[config.mk]
export PLATFORM = sky130hd
export DESIGN_NAME = spi_txn_scheduler
export DESIGN_NICKNAME = d
export VERILOG_FILES = /design/src/rtl/spi_txn_scheduler.sv
export SDC_FILE = /design/constraint.sdc
export NUM_CORES = 1
export LEC_CHECK = 0
export ABC_AREA = 1
export ABC_CLOCK_PERIOD_IN_PS = 2750
export CAP_MARGIN = 20
export CORE_ASPECT_RATIO = 0.6
export CORE_MARGIN = 4
export CORE_UTILIZATION = 53
export CTS_BUF_LIST = sky130_fd_sc_hd__clkbuf_4 sky130_fd_sc_hd__clkbuf_8 sky130_fd_sc_hd__clkbuf_16
export DETAILED_ROUTE_END_ITERATION = 16
export GPL_TIMING_DRIVEN = 0
export PLACE_DENSITY = 0.74
export SYNTH_ARGS = -nofsm -noshare
export SYNTH_HDL_FRONTEND = slang
export SYNTH_SLANG_ARGS = --single-unit
[constraint.sdc]
create_clock -name clk -period 2.75 [get_ports clk]
set_clock_uncertainty 0.1 [all_clocks]
set_input_delay 0.275 -clock clk [delete_from_list [all_inputs] [get_ports clk]]
set_output_delay 0.275 -clock clk [all_outputs]
set_load 0.005 [all_outputs]
[src/rtl/spi_txn_scheduler.sv]
// spi_txn_scheduler: queues 8-bit address/data requests and runs them in order as 16-bit SPI mode-0 frames on three address-mapped slaves
// Ports: clk/reset (async active-low); req_valid/req_ready/req_addr/req_data/req_rw request side;
// rsp_valid/rsp_data/rsp_slave read response; sclk/mosi/miso/cs_n SPI pins; busy and fifo_level status.
module spi_txn_scheduler #(
  parameter int DEPTH   = 4,
  parameter int CLK_DIV = 2,
  parameter int S1_MAX  = 90,
  parameter int S2_MAX  = 170
) (
  input  logic                     clk,
  input  logic                     reset,
  input  logic                     req_valid,
  output logic                     req_ready,
  input  logic [7:0]               req_addr,
  input  logic [7:0]               req_data,
  input  logic                     req_rw,
  output logic                     rsp_valid,
  output logic [7:0]               rsp_data,
  output logic [1:0]               rsp_slave,
  output logic                     sclk,
  output logic                     mosi,
  input  logic                     miso,
  output logic [2:0]               cs_n,
  output logic                     busy,
  output logic [$clog2(DEPTH):0]   fifo_level
);
  localparam int AW = $clog2(DEPTH);
  localparam logic [1:0] IDLE = 2'd0, SETUP = 2'd1, SHIFT = 2'd2, GAP = 2'd3;
  localparam logic [7:0] B1 = 8'(S1_MAX + 1), B2 = 8'(S2_MAX + 1);
  localparam logic [15:0] DIV_END = 16'(CLK_DIV - 1);
  logic [7:0]    f_addr [DEPTH];
  logic [7:0]    f_data [DEPTH];
  logic          f_rw   [DEPTH];
  logic [AW-1:0] wr_ptr, rd_ptr;
  logic [1:0]    state;
  logic [15:0]   div_cnt;
  logic          hi;
  logic [3:0]    bit_cnt;
  logic [15:0]   shreg;
  logic [7:0]    rx;
  logic          cur_rw;
  logic [1:0]    cur_slave;
  logic          push, pop, div_end, framing;
  logic [7:0]    h_addr;
  logic [1:0]    h_slave;
  logic [6:0]    h_off;
  assign req_ready = fifo_level != (AW+1)'(DEPTH);
  assign push      = req_valid && req_ready;
  assign pop       = state == IDLE && fifo_level != '0;
  assign div_end   = div_cnt == DIV_END;
  assign framing   = state == SETUP || state == SHIFT;
  assign h_addr    = f_addr[rd_ptr];
  assign h_slave   = h_addr <= 8'(S1_MAX) ? 2'd0 : h_addr <= 8'(S2_MAX) ? 2'd1 : 2'd2;
  assign h_off     = 7'(h_addr - (h_slave == 2'd0 ? 8'd0 : h_slave == 2'd1 ? B1 : B2));
  assign sclk      = state == SHIFT && hi;
  assign mosi      = framing && shreg[15];
  assign cs_n      = framing ? ~(3'b001 << cur_slave) : 3'b111;
  assign busy      = state != IDLE || fifo_level != '0;
  always_ff @(posedge clk)
    if (push) begin
      f_addr[wr_ptr] <= req_addr;
      f_data[wr_ptr] <= req_data;
      f_rw[wr_ptr]   <= req_rw;
    end
  always_ff @(posedge clk or negedge reset)
    if (!reset) begin
      wr_ptr     <= '0;
      rd_ptr     <= '0;
      fifo_level <= '0;
    end else begin
      wr_ptr     <= push ? wr_ptr + 1'b1 : wr_ptr;
      rd_ptr     <= pop ? rd_ptr + 1'b1 : rd_ptr;
      fifo_level <= fifo_level + (AW+1)'(push) - (AW+1)'(pop);
    end
  // miso is sampled as sclk rises into bits 8..15, i.e. a full low phase after the slave shifted it out
  always_ff @(posedge clk or negedge reset)
    if (!reset) begin
      state     <= IDLE;
      div_cnt   <= '0;
      hi        <= 1'b0;
      bit_cnt   <= '0;
      shreg     <= '0;
      rx        <= '0;
      cur_rw    <= 1'b0;
      cur_slave <= '0;
      rsp_valid <= 1'b0;
      rsp_data  <= '0;
      rsp_slave <= '0;
    end else begin
      rsp_valid <= 1'b0;
      div_cnt   <= (state == IDLE || div_end) ? '0 : div_cnt + 1'b1;
      case (state)
        IDLE: if (pop) begin
          state     <= SETUP;
          cur_rw    <= f_rw[rd_ptr];
          cur_slave <= h_slave;
          shreg     <= {f_rw[rd_ptr], h_off, f_rw[rd_ptr] ? f_data[rd_ptr] : 8'h00};
        end
        SETUP: if (div_end) begin
          state   <= SHIFT;
          hi      <= 1'b1;
          bit_cnt <= '0;
        end
        SHIFT: if (div_end) begin
          if (hi) begin
            hi    <= 1'b0;
            shreg <= {shreg[14:0], 1'b0};
          end else if (bit_cnt == 4'd15) begin
            state     <= GAP;
            rsp_valid <= !cur_rw;
            rsp_data  <= cur_rw ? rsp_data : rx;
            rsp_slave <= cur_rw ? rsp_slave : cur_slave;
          end else begin
            hi      <= 1'b1;
            bit_cnt <= bit_cnt + 1'b1;
            rx      <= (!cur_rw && bit_cnt >= 4'd7) ? {rx[6:0], miso} : rx;
          end
        end
        default: if (div_end) state <= IDLE;
      endcase
    end
endmodule

==> out/results.txt, run 1 <==
status -> finished with violations
failing checks -> negative setup slack
initial DRC count -> 431
count of different cell masters after synthesis -> 41
Hold Crit Start -> miso
synth top area cells -> edfxtp_1 (32%), dfrtp_1 (27%), nand2_1 (10%), inv_1 (4.8%), a21oi_1 (4.5%)
share of cells above drive strength 1 -> 0.168
Root Driver -> clkbuf_16
initial antenna violation count -> 0
Fin Setup TNS -> -0.953 ns
Die Y -> 93.1 µm
Clock Pin Slew Worst Setup and Hold Paths -> 0.06 ns
pre-CTS setup slack -> -0.408 ns
gr ovfl total -> 0
Syn Nets -> 715
Slowest-stage cell, CP -> dfrtp_2
Final min period -> 3.04 ns
Detailed Routing Iterations Pass 1 -> 5
Final period util -> 1.10
Synth Instances -> 675
row count -> 30
count of flip-flops with a built-in enable after synthesis -> 68
drt via density -> 5.36
# setup viols final -> 5
largest net degree at the start of global routing -> 69
Flop pwr share -> 0.448
WP data required -> 2.95 ns
io pins -> 42
worst path cell trace -> buf_6, inv_8, buf_6, buf_6, nand2_2, nand2_1, nand2_1, nand2_2, nor2_1, nand2_1, nor2_2, a21oi_4, buf_4, inv_6, fa_2, or2_4, nand2_2, nand2_1, nand2_1, nand3_1, o2111ai_1, nand2_1
Comb pwr share -> 0.159
Post-Route WL -> 14.7 mm
number of global-route vias before repair -> 5049
Final Hold Vio Count -> 0
post-synthesis cell area -> 6390 µm²
CTS Buffer Depth -> 2
synth cell count leaders -> nand2_1 (174), inv_1 (82), dfrtp_1 (68), edfxtp_1 (68), a21oi_1 (58)
Worst Max-Slew Pin Slew -> 0.861 ns
clock latency on the worst-skew pair -> 0.41 ns
Critical Path Sink Type -> register
slowest stage delay, CP -> 0.42 ns
Async SR Flop Fraction -> 0.500
LEAKAGE -> 3.46 nW
Hold Path Class -> primary input to register
syn_area_per_cell -> 9.47 µm²
Sw Share -> 0.275
Synth Warn # -> 0
maximum fanout along the worst path -> 6
sequential fraction of the synthesis area -> 0.586
Layout area overhead -> 24.1%
CP arrival -> 3.23 ns
Final WS setup -> -0.286 ns
placed inst area -> 7070 µm²
GPL Wtd Cong -> 0.852
first-pass GRT wire length -> 24.2 mm
share of power burned in the clock network -> 0.393
relative slew slack -> 0.426
most common cell in the netlist -> nand2_1
Net Sw Power -> 1.53 mW
Total Routing Usage GR -> 0.221
internal power -> 4.03 mW
Worst Setup SP -> rd_ptr[0]$_DFFE_PN0P_
Slew Limit Fails -> 0
Die W -> 150 µm
post-synth top area share -> 0.319
CTS tree -> built
Avg WL per Cell -> 15.8 µm
most common flop cell mapped by yosys -> edfxtp_1
H-tree Lvls -> 4
# DRC -> 0
post-synth top area cell -> edfxtp_1
ANT cells -> 0
nets@finish -> 795
final non-filler cell total -> 928
placed cells -> 880
PortBufs -> 41
Post-Layout Inst Area -> 7940 µm²
RR Startpoint -> rd_ptr[0]$_DFFE_PN0P_
RSZ-0062 raised after global routing -> true
max_cap viols -> 0
Die Footprint -> 13900 µm²
CTS Buf Count -> 17
fmax -> 0.329 GHz
clk sink count -> 136
post-route antenna net violation count -> 0
core box area -> 11500 µm²
DR vias -> 4977
FF+latch count, synth -> 136
WS Path Type -> register to register
pwr dens -> 701 nW/µm²
Starting Density -> 0.555
Detailed Place HPWL -> 9.47 mm
Worst IR Drop VDD -> 0.510 mV
Startpoint Class -> register
CP most frequent cell -> nand2_1
cells by family after synthesis:
group / Yosys count / synth area share
and+or+nand+nor: 299 / 0.199
DFF: 136 / 0.586
AOI/OAI and AO/OA: 109 / 0.0959
buffers and inverters: 106 / 0.0722
adders and majority gates: 19 / 0.0395
xor gates and xnor gates: 6 / 0.00822
what timing repair did:
action	4_1_cts	5_1_grt
buffers inserted	12	1
pin swaps	7	8
gates resized for setup	33	22
gates cloned	2	0
hold buffers	1	0
endpoints found under the hold margin	68	0
endpoints found under the setup margin	6	7
area by class of cell:
| cell class | instances | area, µm² |
|---|---|---|
| flip-flops and latches | 136 | 3750 |
| fillers | 857 | 3590 |
| multi-input cells | 433 | 2340 |
| repair buffers | 60 | 594 |
| clock buffers | 18 | 433 |
| inverters | 87 | 339 |
| well taps | 160 | 200 |
| plain buffers | 19 | 144 |
| clock inverters | 14 | 136 |
| repair inverters | 1 | 7.51 |
layout by cell type, fill, tap and decap left out, types with 6 or more instances in the layout:
| cell type | instances |
|---|---|
| ha_1 | 13 |
| dfrtp_1 | 66 |
| nand3_1 | 33 |
| nand2_1 | 161 |
| inv_6 | 6 |
| nor3_1 | 10 |
| a21oi_1 | 56 |
| nand2_2 | 18 |
| a221oi_1 | 6 |
| nor2_2 | 11 |
| o21ai_1 | 14 |
| nor2_1 | 44 |
| o21ai_0 | 19 |
| clkdlybuf4s50_1 | 40 |
| inv_1 | 79 |
| buf_2 | 8 |
| buf_4 | 15 |
| clkbuf_16 | 17 |
| buf_6 | 7 |
| edfxtp_1 | 68 |
| inv_2 | 6 |
| nand4_1 | 8 |
power by group through the flow:
stage	logic (mW)	registers [mW]	clock network (mW)
after floorplan	0.429	2.51	0
after global placement	0.654	2.52	0
after detailed placement	0.762	2.52	0
after CTS	0.820	2.49	2.20
after global routing	0.975	2.51	2.32
final	0.884	2.49	2.19
sequential cells by signal, summed over array words and instances (netlist names):
| name | count |
|---|---|
| state | 2 |
| rsp_data | 8 |
| f_addr | 32 |
| hi | 1 |
| rd_ptr | 2 |
| f_rw | 4 |
| cur_slave | 2 |
| fifo_level | 3 |
| wr_ptr | 2 |
| rsp_slave | 2 |
| bit_cnt | 4 |
| rsp_valid | 1 |
| div_cnt | 16 |
| f_data | 32 |
| cur_rw | 1 |
| shreg | 16 |
| rx | 8 |
metrics by stage:
stage          utilization  power, mW  hold slack [ns]
6_report             0.689       5.56            0.362
5_1_grt              0.689       5.80            0.397
4_1_cts              0.681       5.51            0.352
3_5_place_dp         0.614       3.28            0.343
3_3_place_gp         0.608       3.18            0.363
2_1_floorplan            -       2.94           -0.121
worst max-delay path: cells and delay by family (launching register included):
family | cells | cell delay (ns)
adders and majority gates | 1 | 0.37
DFF | 1 | 0.42
AOI/OAI and AO/OA | 2 | 0.29
buffers and inverters | 6 | 0.67
and+or+nand+nor | 13 | 1.07
layer usage:
layer / track usage / up-vias / part of all wire
met4: 0.0761 / 0 / 0.019
met2: 0.342 / 149 / 0.46
met5: 0 / - / 0
met1: 0.307 / 2389 / 0.45
li1: - / 2406 / -
met3: 0.0547 / 33 / 0.065
worst paths after layout:
check	cells after the start	endpoint	slack (ns)
setup / recovery	22	shreg[12]$_DFFE_PN0P_	-0.29
hold / removal	3	rx[0]$_DFFE_PN0P_	0.36
setup reg to reg	22	shreg[12]$_DFFE_PN0P_	-0.29
hold reg to reg	2	rsp_data[4]$_DFFE_PN0P_	0.38
max in group asynchronous	2	rd_ptr[1]$_DFFE_PN0P_	1.53
min in group asynchronous	2	div_cnt[9]$_DFF_PN0_	0.41
Power figures use the tool's default switching activity.
==> run 2, diff against run 1 <==
- ABC_CLOCK_PERIOD_IN_PS: 2750 -> 2600
- SETUP_SLACK_MARGIN: not set -> 0.2
- clock period: 2.75 -> 2.6 ns (I/O delays scaled with it)
==> run 2 against run 1 <==
Compared with the run above: the run still ends with negative setup slack left; critical path depth unchanged; largest power group unchanged; sequential cell count stayed put; non-clock buffer count shrank 5.
==> out/results.txt, run 2 (synthesized netlist as in run 1, its figures left out) <==
PortBufs -> 41
relative slew slack -> 0.438
worst path cell trace -> buf_6, buf_12, nand2_1, nand3_2, nand2_2, nor2_1, nand2_1, nor2_2, a21oi_4, nand2_2, ha_4, nand2_1, inv_1, nand4_1, nand3_1, nand2_1, nand2_1, inv_1, nand2_1, nand3_1, nand2_1, nand2_1
Final period util -> 1.16
WP data required -> 2.80 ns
Slowest-stage cell, CP -> dfrtp_2
slowest stage delay, CP -> 0.46 ns
max_cap viols -> 0
drt via density -> 5.36
core box area -> 11500 µm²
Final Hold Vio Count -> 0
Hold Path Class -> primary input to register
FF-to-FF End -> shreg[14]$_DFFE_PN0P_
Worst IR Drop VDD -> 0.540 mV
share of cells above drive strength 1 -> 0.173
Starting Density -> 0.555
maximum fanout along the worst path -> 10
cell count along the critical path -> 22
Fin Hold WS -> 0.343 ns
H-tree Lvls -> 4
Flop pwr share -> 0.439
share of power burned in the clock network -> 0.405
Sw Share -> 0.268
failing checks -> negative setup slack
Layout area overhead -> 24.0%
PnR Total Power -> 6.00 mW
Die Footprint -> 13900 µm²
CP arrival -> 3.21 ns
CP most frequent cell -> nand2_1
Slew Limit Fails -> 0
initial antenna violation count -> 0
Top Registers -> f_addr (32), f_data (32)
Worst Setup SP -> rd_ptr[0]$_DFFE_PN0P_
Buf/Inv on CP -> 4
Hold Crit Start -> miso
io pins -> 42
CTS tree -> built
largest net degree at the start of global routing -> 69
initial DRC count -> 359
# setup viols final -> 6
Total Routing Usage GR -> 0.214
Critical Path Sink Type -> register
Comb pwr share -> 0.156
pre-CTS setup slack -> -0.525 ns
number of global-route vias before repair -> 4850
clk sink count -> 136
FF/Latch Area -> 3750 µm²
RSZ-0062 raised after global routing -> true
Worst Max-Slew Pin Slew -> 0.843 ns
commonest non-fill, non-tap cell in the layout -> nand2_1
flop2flop setup slack -> -0.41 ns
WS Path Type -> register to register
first-pass GRT wire length -> 23.5 mm
fmax -> 0.332 GHz
status -> finished with violations
most frequent cells in the layout -> nand2_1 (161), inv_1 (77), edfxtp_1 (68)
LEAKAGE -> 3.46 nW
Multi-input gate area -> 2340 µm²
RR Startpoint -> rd_ptr[0]$_DFFE_PN0P_
pwr dens -> 756 nW/µm²
GPL Wtd Cong -> 0.850
cell family with the largest share of critical-path delay -> simple AND/OR/NAND/NOR gates
Avg WL per Cell -> 15.5 µm
CTS Buffer Depth -> 2
nets@finish -> 789
placed cells -> 880
Post-Route WL -> 14.3 mm
clock latency on the worst-skew pair -> 0.42 ns
DR vias -> 4938
Detailed Place HPWL -> 9.57 mm
# DRC -> 0
CTS Buf Count -> 17
Startpoint Class -> register
ANT cells -> 0
row count -> 30
Worst R2R Path Depth -> 22
FILL cells -> 834
Final min period -> 3.01 ns
Endpoint, Worst Hold -> rx[0]$_DFFE_PN0P_
Die Y -> 93.1 µm
Fin Setup TNS -> -1.16 ns
Net Sw Power -> 1.61 mW
Die W -> 150 µm
Final WS setup -> -0.412 ns
Detailed Routing Iterations Pass 1 -> 5
Clock Pin Slew Worst Setup and Hold Paths -> 0.06 ns
Root Driver -> clkbuf_16
final non-filler cell total -> 922
WHS Path Cells -> 3
gr ovfl total -> 0
post-route antenna net violation count -> 0
internal power -> 4.39 mW
[run 2: changes by cell type in the layout (fill, tap and decap cells not counted), sizes merged]
cell and change:
bufinv +1, clkbuf -1, buf -4, clkinv +1, clkinvlp -2, inv -1
[run 2: worst max path at each step]
stage | endpoint | slack, ns
6_report | shreg[14]$_DFFE_PN0P_ | -0.41
5_1_grt | shreg[14]$_DFFE_PN0P_ | -0.52
3_5_place_dp | shreg[14]$_DFFE_PN0P_ | -0.52
4_1_cts | shreg[12]$_DFFE_PN0P_ | -0.26
3_3_place_gp | wr_ptr[0]$_DFFE_PN0P_ | -1.06
2_1_floorplan | shreg[12]$_DFFE_PN0P_ | -0.01
[run 2: area by class of cell]
| cell class | count | area share |
|---|---|---|
| tap | 160 | 0.0252 |
| timing repair buffer | 55 | 0.0704 |
| inverter | 87 | 0.0421 |
| clock inverter | 14 | 0.0207 |
| clock buffer | 18 | 0.0546 |
| multi-input combinational | 433 | 0.295 |
| sequential | 136 | 0.473 |
| buffer | 19 | 0.0194 |
[run 2: power by group through the flow]
stage / sequential (mW) / clock, mW / combinational [mW]
6_report: 2.63 / 2.43 / 0.934
5_1_grt: 2.65 / 2.56 / 1.05
4_1_cts: 2.63 / 2.46 / 0.854
3_5_place_dp: 2.67 / 0 / 0.820
3_3_place_gp: 2.67 / 0 / 0.703
2_1_floorplan: 2.66 / 0 / 0.461
[run 2: per-stage QoR]
step	cell area, µm²	util
after floorplan	6420	-
final	7930	0.688
after global placement	7030	0.610
after global routing	7930	0.688
after CTS	7800	0.677
after detailed placement	7110	0.617
[run 2: per-layer routing]
metal | global-route usage | vias up | wire length, µm
met5 | 0 | - | 0
met1 | 0.305 | 2378 | 6900
met4 | 0.0700 | 0 | 186
met2 | 0.329 | 149 | 6490
li1 | - | 2392 | -
met3 | 0.0489 | 19 | 690
[run 2: tightest hold or removal path: stages]
cell,delay (ns)
clkdlybuf4s50_1,0.40
nor2_1,0.11
a21oi_1,0.05
[run 2: repair_timing]
item,4_1_cts,5_1_grt
resized for setup,17,30
hold buffers,1,0
endpoints found under the hold margin,68,0
setup buffers,4,4
pin swaps,5,4
cloned,0,1
setup endpoints to repair,10,9
==> run 3, diff against run 2 <==
- HOLD_SLACK_MARGIN: not set -> 0.05
- MAX_ROUTING_LAYER: not set -> met4
==> run 3 against run 2 <==
Compared with the run above: clock power is essentially flat; sequential share of layout area is the same; die area is the same; sequential cell count is the same; wire length shrank 0.66%; the flow still finishes with violations (negative setup slack); cell count is the same; highest routed layer unchanged; combinational power is essentially flat; first-iteration DRC count shrank 13%; global-route usage grew 0.65 points; register-to-register slack is essentially flat; worst setup slack lost 0.0080 ns.
==> out/results.txt, run 3 (synthesized netlist as in run 1, its figures left out) <==
status -> finished with violations
failing checks -> negative setup slack
final non-filler cell total -> 922
RSZ-0062 raised after global routing -> true
PortBufs -> 41
Starting Density -> 0.555
Fin Hold WS -> 0.338 ns
WS Path Type -> register to register
nets@finish -> 789
Worst Max-Slew Pin Slew -> 0.842 ns
number of global-route vias before repair -> 4846
CTS Buffer Depth -> 2
Detailed Place HPWL -> 9.57 mm
worst path cell trace -> buf_6, buf_12, nand2_1, nand3_2, nand2_2, nor2_1, nand2_1, nor2_2, a21oi_4, nand2_2, ha_4, nand2_1, inv_1, nand4_1, nand3_1, nand2_1, nand2_1, inv_1, nand2_1, nand3_1, nand2_1, nand2_1
initial DRC count -> 311
Top Registers -> f_addr (32), f_data (32)
share of cells above drive strength 1 -> 0.173
Hold Path Class -> primary input to register
relative slew slack -> 0.439
clk sink count -> 136
maximum fanout along the worst path -> 10
Die Y -> 93.1 µm
WP data required -> 2.80 ns
DR vias -> 4926
Detailed Routing Iterations Pass 1 -> 5
row count -> 30
Slew Limit Fails -> 0
largest net degree at the start of global routing -> 69
Avg WL per Cell -> 15.4 µm
Post-Layout Inst Area -> 7930 µm²
CP most frequent cell -> nand2_1
Final min period -> 3.02 ns
# DRC -> 0
post-route antenna net violation count -> 0
Final Hold Vio Count -> 0
Die W -> 150 µm
Root Driver -> clkbuf_16
commonest non-fill, non-tap cell in the layout -> nand2_1
GPL Wtd Cong -> 0.863
CTS Buf Count -> 17
Die Footprint -> 13900 µm²
Startpoint Class -> register
Final period util -> 1.16
fmax -> 0.331 GHz
# setup viols final -> 6
Total Routing Usage GR -> 0.221
Final WS setup -> -0.420 ns
pwr dens -> 757 nW/µm²
LEAKAGE -> 3.46 nW
CP arrival -> 3.23 ns
Worst IR Drop VDD -> 0.544 mV
initial antenna violation count -> 0
Critical Path Sink Type -> register
first-pass GRT wire length -> 23.5 mm
max_cap viols -> 0
most frequent cells in the layout -> nand2_1 (161), inv_1 (77), edfxtp_1 (68)
Slowest-stage cell, CP -> dfrtp_2
PnR Total Power -> 6.00 mW
Clock Pin Slew Worst Setup and Hold Paths -> 0.06 ns
slowest stage delay, CP -> 0.46 ns
H-tree Lvls -> 4
io pins -> 42
drt via density -> 5.34
core box area -> 11500 µm²
gr ovfl total -> 0
placed inst area -> 7110 µm²
CTS tree -> built
clock latency on the worst-skew pair -> 0.42 ns
Post-Route WL -> 14.2 mm
placed cells -> 880
Layout area overhead -> 24.0%
ANT cells -> 0
run 3: per-stage QoR:
stage | worst slack [ns] | setup TNS (ns) | utilization
floorplan | -0.0145 | -0.0145 | -
global placement | -1.06 | -83.39 | 0.610
detailed placement | -0.525 | -2.27 | 0.617
CTS | -0.264 | -0.830 | 0.677
global route | -0.523 | -1.89 | 0.688
finish | -0.420 | -1.21 | 0.688
run 3: critical path, delay by kind of cell (launching register included):
family	cells	cell delay, ns
flip-flops	1	0.46
adder cells (fa/ha/maj)	1	0.31
AO/OA/AOI/OAI	1	0.18
buffers and inverters	4	0.42
AND/OR/NAND/NOR	16	1.44
run 3: final cells by class:
class / count / area (µm²)
Inverter: 87 / 334
Multi-Input combinational cell: 433 / 2340
Fill cell: 834 / 3590
Clock buffer: 18 / 433
Timing Repair Buffer: 55 / 558
Tap cell: 160 / 200
Buffer: 19 / 154
Clock inverter: 14 / 164
Sequential cell: 136 / 3750
run 3: what timing repair did:
item / 4_1_cts / 5_1_grt
hold buffers: 1 / 0
buffers inserted: 4 / 4
pin swaps: 5 / 4
endpoints found under the setup margin: 10 / 9
gates cloned: 0 / 1
resized for setup: 17 / 30
hold endpoints to repair: 68 / 0
run 3: report_power, final:
part | internal (mW) | switching, mW
Combinational | 0.390 | 0.543
Sequential | 2.55 | 0.0877
Clock | 1.45 | 0.982
run 3: path summary, 6_finish.rpt:
kind	start	end	slack (ns)	cells past startpoint
min in group asynchronous	reset	div_cnt[7]$_DFF_PN0_	0.38	2
max reg2reg	rd_ptr[0]$_DFFE_PN0P_	shreg[14]$_DFFE_PN0P_	-0.42	22
max	rd_ptr[0]$_DFFE_PN0P_	shreg[14]$_DFFE_PN0P_	-0.42	22
min	miso	rx[0]$_DFFE_PN0P_	0.34	3
min reg2reg	rx[0]$_DFFE_PN0P_	rsp_data[0]$_DFFE_PN0P_	0.38	2
max in group asynchronous	reset	fifo_level[1]$_DFF_PN0_	1.40	2
run 3: layer usage:
metal	vias to the layer above	global-route usage	share of wire
li1	2393	-	-
met1	2352	0.307	0.47
met2	163	0.329	0.45
met3	18	0.0470	0.059
met4	0	0.0723	0.014
met5	-	-	0
